### src/rtl/spi_video_tx.sv
`default_nettype none
// ============================================================================
// Module   : spi_video_tx
// Purpose  : Bit-serial transmitter for the video data link. Takes parallel
//            words over a valid/ready handshake and shifts them out MSB-first
//            on MISO. SPI_clk is divided down from CLK_40 and is only driven
//            while the receiver holds chip_select asserted.
// Ports    : CLK_40      - system clock, every flop runs on it
//            reset       - asynchronous, active-high reset
//            tx_data     - word to send, captured on the accept edge
//            tx_valid    - source has a word
//            tx_ready    - block can accept a word this cycle
//            chip_select - from receiver, active-high, asynchronous
//            SPI_clk     - serial clock, idles low
//            MISO        - serial data, MSB first, changes while SPI_clk low
//            word_done   - one-cycle pulse after the last falling edge
//            tx_abort    - one-cycle pulse when a word in flight is dropped
//            busy        - high in every state except IDLE
// Revision : 1.0 - initial release
// ============================================================================
module spi_video_tx #(
  parameter int WORD_WIDTH  = 24,  // bits per word, >= 2
  parameter int HALF_PERIOD = 4    // CLK_40 cycles per SPI_clk half period, >= 1
) (
  input  logic                  CLK_40,
  input  logic                  reset,
  input  logic [WORD_WIDTH-1:0] tx_data,
  input  logic                  tx_valid,
  output logic                  tx_ready,
  input  logic                  chip_select,
  output logic                  SPI_clk,
  output logic                  MISO,
  output logic                  word_done,
  output logic                  tx_abort,
  output logic                  busy
);

  // Half-period counter needs at least one bit even when HALF_PERIOD is 1.
  localparam int c_HALF_W = (HALF_PERIOD > 1) ? $clog2(HALF_PERIOD) : 1;
  localparam int c_BIT_W  = $clog2(WORD_WIDTH);

  localparam logic [c_HALF_W-1:0] c_HALF_LAST = c_HALF_W'(HALF_PERIOD - 1);
  localparam logic [c_BIT_W-1:0]  c_BIT_LAST  = c_BIT_W'(WORD_WIDTH - 1);

  typedef enum logic [1:0] {
    ST_IDLE = 2'd0,
    ST_LOW  = 2'd1,
    ST_HIGH = 2'd2,
    ST_DONE = 2'd3
  } t_state;

  t_state                r_state;
  logic                  r_cs_meta;
  logic                  r_cs_sync;
  // The bit currently on MISO lives in r_miso, so the shift register only
  // holds the bits still to come (the word minus its MSB).
  logic [WORD_WIDTH-2:0] r_shreg;
  logic [c_HALF_W-1:0]   r_half_cnt;
  logic [c_BIT_W-1:0]    r_bit_cnt;
  logic                  r_spi_clk;
  logic                  r_miso;
  logic                  r_word_done;
  logic                  r_tx_abort;

  logic                  w_tx_ready;
  logic                  w_accept;
  logic                  w_half_end;
  logic                  w_last_bit;

  // --------------------------------------------------------------------------
  // chip_select synchroniser. Resets to 0 so that after any reset the block
  // waits two edges before it can look ready again.
  // --------------------------------------------------------------------------
  always_ff @(posedge CLK_40 or posedge reset) begin
    if (reset) begin
      r_cs_meta <= 1'b0;
      r_cs_sync <= 1'b0;
    end else begin
      r_cs_meta <= chip_select;
      r_cs_sync <= r_cs_meta;
    end
  end

  assign w_tx_ready = (r_state == ST_IDLE) && r_cs_sync;
  assign w_accept   = tx_valid && w_tx_ready;
  assign w_half_end = (r_half_cnt == c_HALF_LAST);
  assign w_last_bit = (r_bit_cnt == c_BIT_LAST);

  // --------------------------------------------------------------------------
  // Transmit state machine. All serial outputs come straight from flops.
  // In LOW/HIGH a deasserted cs_sync is checked first so that an abort wins
  // over the end-of-half-period transition in the same cycle.
  // --------------------------------------------------------------------------
  always_ff @(posedge CLK_40 or posedge reset) begin
    if (reset) begin
      r_state     <= ST_IDLE;
      r_shreg     <= '0;
      r_half_cnt  <= '0;
      r_bit_cnt   <= '0;
      r_spi_clk   <= 1'b0;
      r_miso      <= 1'b0;
      r_word_done <= 1'b0;
      r_tx_abort  <= 1'b0;
    end else begin
      // Pulses default low; only the transitions below raise them.
      r_word_done <= 1'b0;
      r_tx_abort  <= 1'b0;

      case (r_state)
        ST_IDLE: begin
          r_spi_clk <= 1'b0;
          r_miso    <= 1'b0;
          if (w_accept) begin
            r_shreg    <= tx_data[WORD_WIDTH-2:0];
            r_miso     <= tx_data[WORD_WIDTH-1];
            r_bit_cnt  <= '0;
            r_half_cnt <= '0;
            r_state    <= ST_LOW;
          end
        end

        ST_LOW: begin
          if (!r_cs_sync) begin
            r_state    <= ST_IDLE;
            r_spi_clk  <= 1'b0;
            r_miso     <= 1'b0;
            r_half_cnt <= '0;
            r_tx_abort <= 1'b1;
          end else if (w_half_end) begin
            r_spi_clk  <= 1'b1;
            r_half_cnt <= '0;
            r_state    <= ST_HIGH;
          end else begin
            r_half_cnt <= r_half_cnt + 1'b1;
          end
        end

        ST_HIGH: begin
          if (!r_cs_sync) begin
            r_state    <= ST_IDLE;
            r_spi_clk  <= 1'b0;
            r_miso     <= 1'b0;
            r_half_cnt <= '0;
            r_tx_abort <= 1'b1;
          end else if (w_half_end) begin
            r_spi_clk  <= 1'b0;
            r_half_cnt <= '0;
            if (w_last_bit) begin
              // Falling edge of the final bit: park MISO low and report.
              r_miso      <= 1'b0;
              r_word_done <= 1'b1;
              r_state     <= ST_DONE;
            end else begin
              // MISO moves together with the falling edge, so the receiver
              // sees it stable for the whole low phase before it samples.
              r_bit_cnt <= r_bit_cnt + 1'b1;
              r_miso    <= r_shreg[WORD_WIDTH-2];
              r_shreg   <= r_shreg << 1;
              r_state   <= ST_LOW;
            end
          end else begin
            r_half_cnt <= r_half_cnt + 1'b1;
          end
        end

        ST_DONE: begin
          // word_done is high during this single cycle regardless of
          // chip_select; the word is already complete.
          r_spi_clk <= 1'b0;
          r_miso    <= 1'b0;
          r_state   <= ST_IDLE;
        end

        default: begin
          r_state <= ST_IDLE;
        end
      endcase
    end
  end

  assign tx_ready  = w_tx_ready;
  assign SPI_clk   = r_spi_clk;
  assign MISO      = r_miso;
  assign word_done = r_word_done;
  assign tx_abort  = r_tx_abort;
  assign busy      = (r_state != ST_IDLE);

endmodule
`default_nettype wire

### config.mk
export PLATFORM = sky130hd
export DESIGN_NAME = spi_video_tx
export DESIGN_NICKNAME = d
export VERILOG_FILES = /design/src/rtl/spi_video_tx.sv
export SDC_FILE = /design/constraint.sdc
export NUM_CORES = 1
export LEC_CHECK = 0
export ABC_AREA = 1
export BUFFER_PORTS_ARGS = -buffer_cell sky130_fd_sc_hd__buf_2
export CAP_MARGIN = 25
export CORE_UTILIZATION = 40
export CTS_BUF_LIST = sky130_fd_sc_hd__clkbuf_8
export DETAILED_ROUTE_END_ITERATION = 6
export GPL_ROUTABILITY_DRIVEN = 1
export PLACE_DENSITY = 0.66
export SLEW_MARGIN = 5
export SYNTH_ARGS = -nofsm -noshare
export SYNTH_HDL_FRONTEND = slang
export SYNTH_SLANG_ARGS = --single-unit
### constraint.sdc
create_clock -name CLK_40 -period 2.3 [get_ports CLK_40]
set_clock_uncertainty 0.2 [all_clocks]
set_input_delay 0.575 -clock CLK_40 [delete_from_list [all_inputs] [get_ports CLK_40]]
set_output_delay 0.575 -clock CLK_40 [all_outputs]
set_load 0.03 [all_outputs]
==> impl_results.md <==
* Max stage delay cell, worst path: dfrtp_1
* Yosys top cell area share at 45.1%
* Syn Std Cell Area at roughly 0.0021 mm^2
* Max-slew headroom at 67.0%
* Total grt overflow at 0
* Post-CTS Setup Bufs at 0
* DRC marker count from the first detailed-route iteration at ~100
* Reg-to-reg startpoint: r_bit_cnt[0]$_DFFE_PP0P_
* Setup CP Type: flop to primary output
* Crit path time final at 2.17 ns
* Die width at 74.6 um
* Vias in the first global route at 1,525
* Worst path max stage delay at 0.40 ns
* Period utilization at a little over nine tenths
* Synth top area cells: dfrtp_1, nand2_1, nand3_1
* GPL Wtd Cong at 0.840
* Crit start category: flop
* Hold slack final at 0.154 ns
* FMAX at 462 MHz
* Synthesized flop and latch total at 38
* CTS Buf Count at 5
* Total Wirelength at about 4200 um
* Finished Layout Cells at 383
* Die height at 74.6 um
* Starting Density at approximately two fifths
* Seq/Total Area, Yosys at 45.1%
* Routed length per instance at 10.9 um
* Crit Path Max Fanout at 6
* Final sum of negative setup slack at 0 ns
* Later-pin clock latency in the skew report at 0.29 ns
* Total Routing Usage GR at 16.4%
* Clock tree root driver cell: clkbuf_8
* Ports at 34
* Syn Area/Cell at 7.55 um^2
* Area leader, netlist: dfrtp_1
* Final ANT Viol Nets at 0
* Initial antenna violation count at 0
* Final Max Tran Viols at 0
* Status: finished, final reports clean
* Final net count at between 300 and 400
* FP Rows at 26
* Crit path DAT at 1.39 ns
* Syn. warnings at 0
* 1st-pass router iterations at 4
* RSZ-0062 raised after global routing: no
* Pleak at 1.37 nW
* Detailed placement HPWL at 2790 um
* CTS tree: done
* Post-synthesis cell type count at 21
* Top cell by count, worst path: inv_1
* Largest net degree at the start of global routing at 39
* IO Port Bufs at 33
* CTS resizes at 0
* First-pass GRT wire length at 6890 um
* Die ar. at between 0.005 and 0.006 mm^2
* Crit-path cells: inv_1 -> ha_1 -> nand2_1 -> inv_1 -> buf_2
* Crit end category: primary output
* Worst vdd ir at 0.469 mV
* Max Cap Viol at 0
* Setup violators final at 0
* Clock sink count at 38
* Final Hold Viols at 0
* Path category of the worst min-delay check: flop to flop
* Area growth syn-to-layout at 14.4%
* N_diodes at 0
* Cell count after synthesis at around 280
* CTS max path bufs at 2
* P per Cell Area at 1240 mW/mm^2
* CP startpoint: r_state[0]$_DFFE_PP0P_
* Vias/cell at 4.61
* Placed cell count at 375
* Worst slew pin tran at 0.495 ns
* CTS clk-pin slew, worst paths at around 0.070 ns
* DRC at 0
* Worst Hold Launch: r_cs_meta$_DFF_PP0_
* Vias at 1,766
* Core area at 0.00507 mm^2
* WP data required at 1.52 ns
* Layout cells sized above 1 at 20.4%
* Synthesized Nets at roughly 310
* H-Tree Depth at 2
* # hold bufs at CTS at 0
-- cells in the mapped netlist, drive strengths merged --
cell type	count
nand2	148
dfrtp	38
nand3	31
inv	15
nor2	13
buf	11
ha	6
nand4	4
o21ai	4
a21oi	3
clkbuf	2
nand3b	2
nor3	2
-- metal layers --
layer	track usage, %	up-vias	routed length [um]
met2	24.7	28	1920
met4	6.29	0	76
met1	22.5	797	2060
met5	0	-	0
met3	4.20	7	141
li1	-	934	-
-- through the flow --
step / cell area (um^2) / setup slack, ns / util (%) / power [W]
after floorplan: 2110 / 0.542 / - / 0.00230
after global routing: 2410 / 0.00321 / 47.5 / 0.00326
after CTS: 2410 / 0.115 / 47.5 / 0.00303
after detailed placement: 2300 / 0.394 / 45.3 / 0.00248
final: 2410 / 0.134 / 47.5 / 0.00299
after global placement: 2300 / 0.449 / 45.3 / 0.00244
-- worst max-delay path, delay by kind of cell, from the launching register on --
family / cells / cell delay, ns
adder cells (fa/ha/maj): 1 / 0.27
flip-flops: 1 / 0.40
AND/OR/NAND/NOR: 1 / 0.08
buffers and inverters: 3 / 0.36
-- cell usage in the layout (no fill, tap or decap) --
master    instances
a21oi_1           3
buf_2            33
buf_4             6
clkbuf_8          8
dfrtp_1          38
ha_1              6
inv_1            14
inv_2             1
nand2_1         143
nand2_2           3
nand2_4           2
nand3_1          21
nand3_2          10
nand3b_1          2
nand4_1           4
nor2_1           12
nor2_2            1
nor3_1            2
o21ai_0           4
-- where the power goes --
group,switching [W],internal [W]
clock network,0.000233,0.000303
logic,0.000947,0.000435
registers,0.000141,0.000931
total,0.00132,0.00167
-- state kept, by name, indices dropped and copies added, names as in the netlist --
name        count
MISO            1
SPI_clk         1
r_bit_cnt       5
r_cs_meta       1
r_cs_sync       1
r_half_cnt      2
r_shreg        23
r_state         2
tx_abort        1
word_done       1
-- final cells by class --
cell class	count	area [um^2]
Fill cell	522	2670
Multi-Input combinational cell	213	995
Sequential cell	38	951
Timing Repair Buffer	39	210
Clock buffer	8	110
Tap cell	70	87.6
Inverter	15	56.3
-- final timing paths --
check	slack, ns	cells past startpoint	end
worst max register to register	0.39	9	r_shreg[1]$_DFFE_PP0P_
min in group asynchronous	0.19	3	r_shreg[3]$_DFFE_PP0P_
worst min-delay path	0.15	0	r_cs_sync$_DFF_PP0_
worst max-delay path	0.13	5	tx_ready
worst min register to register	0.15	0	r_cs_sync$_DFF_PP0_
max in group asynchronous	1.36	3	tx_abort$_DFF_PP0_
-- kinds of logic after synthesis --
logic type / Yosys count / synth area share, %
simple gates: 200 / 42.0
fa+ha+maj: 6 / 3.56
flops: 38 / 45.1
compound gates: 7 / 1.66
buf+inv: 28 / 7.66
Note: power is estimated with default switching activity, not from simulation.
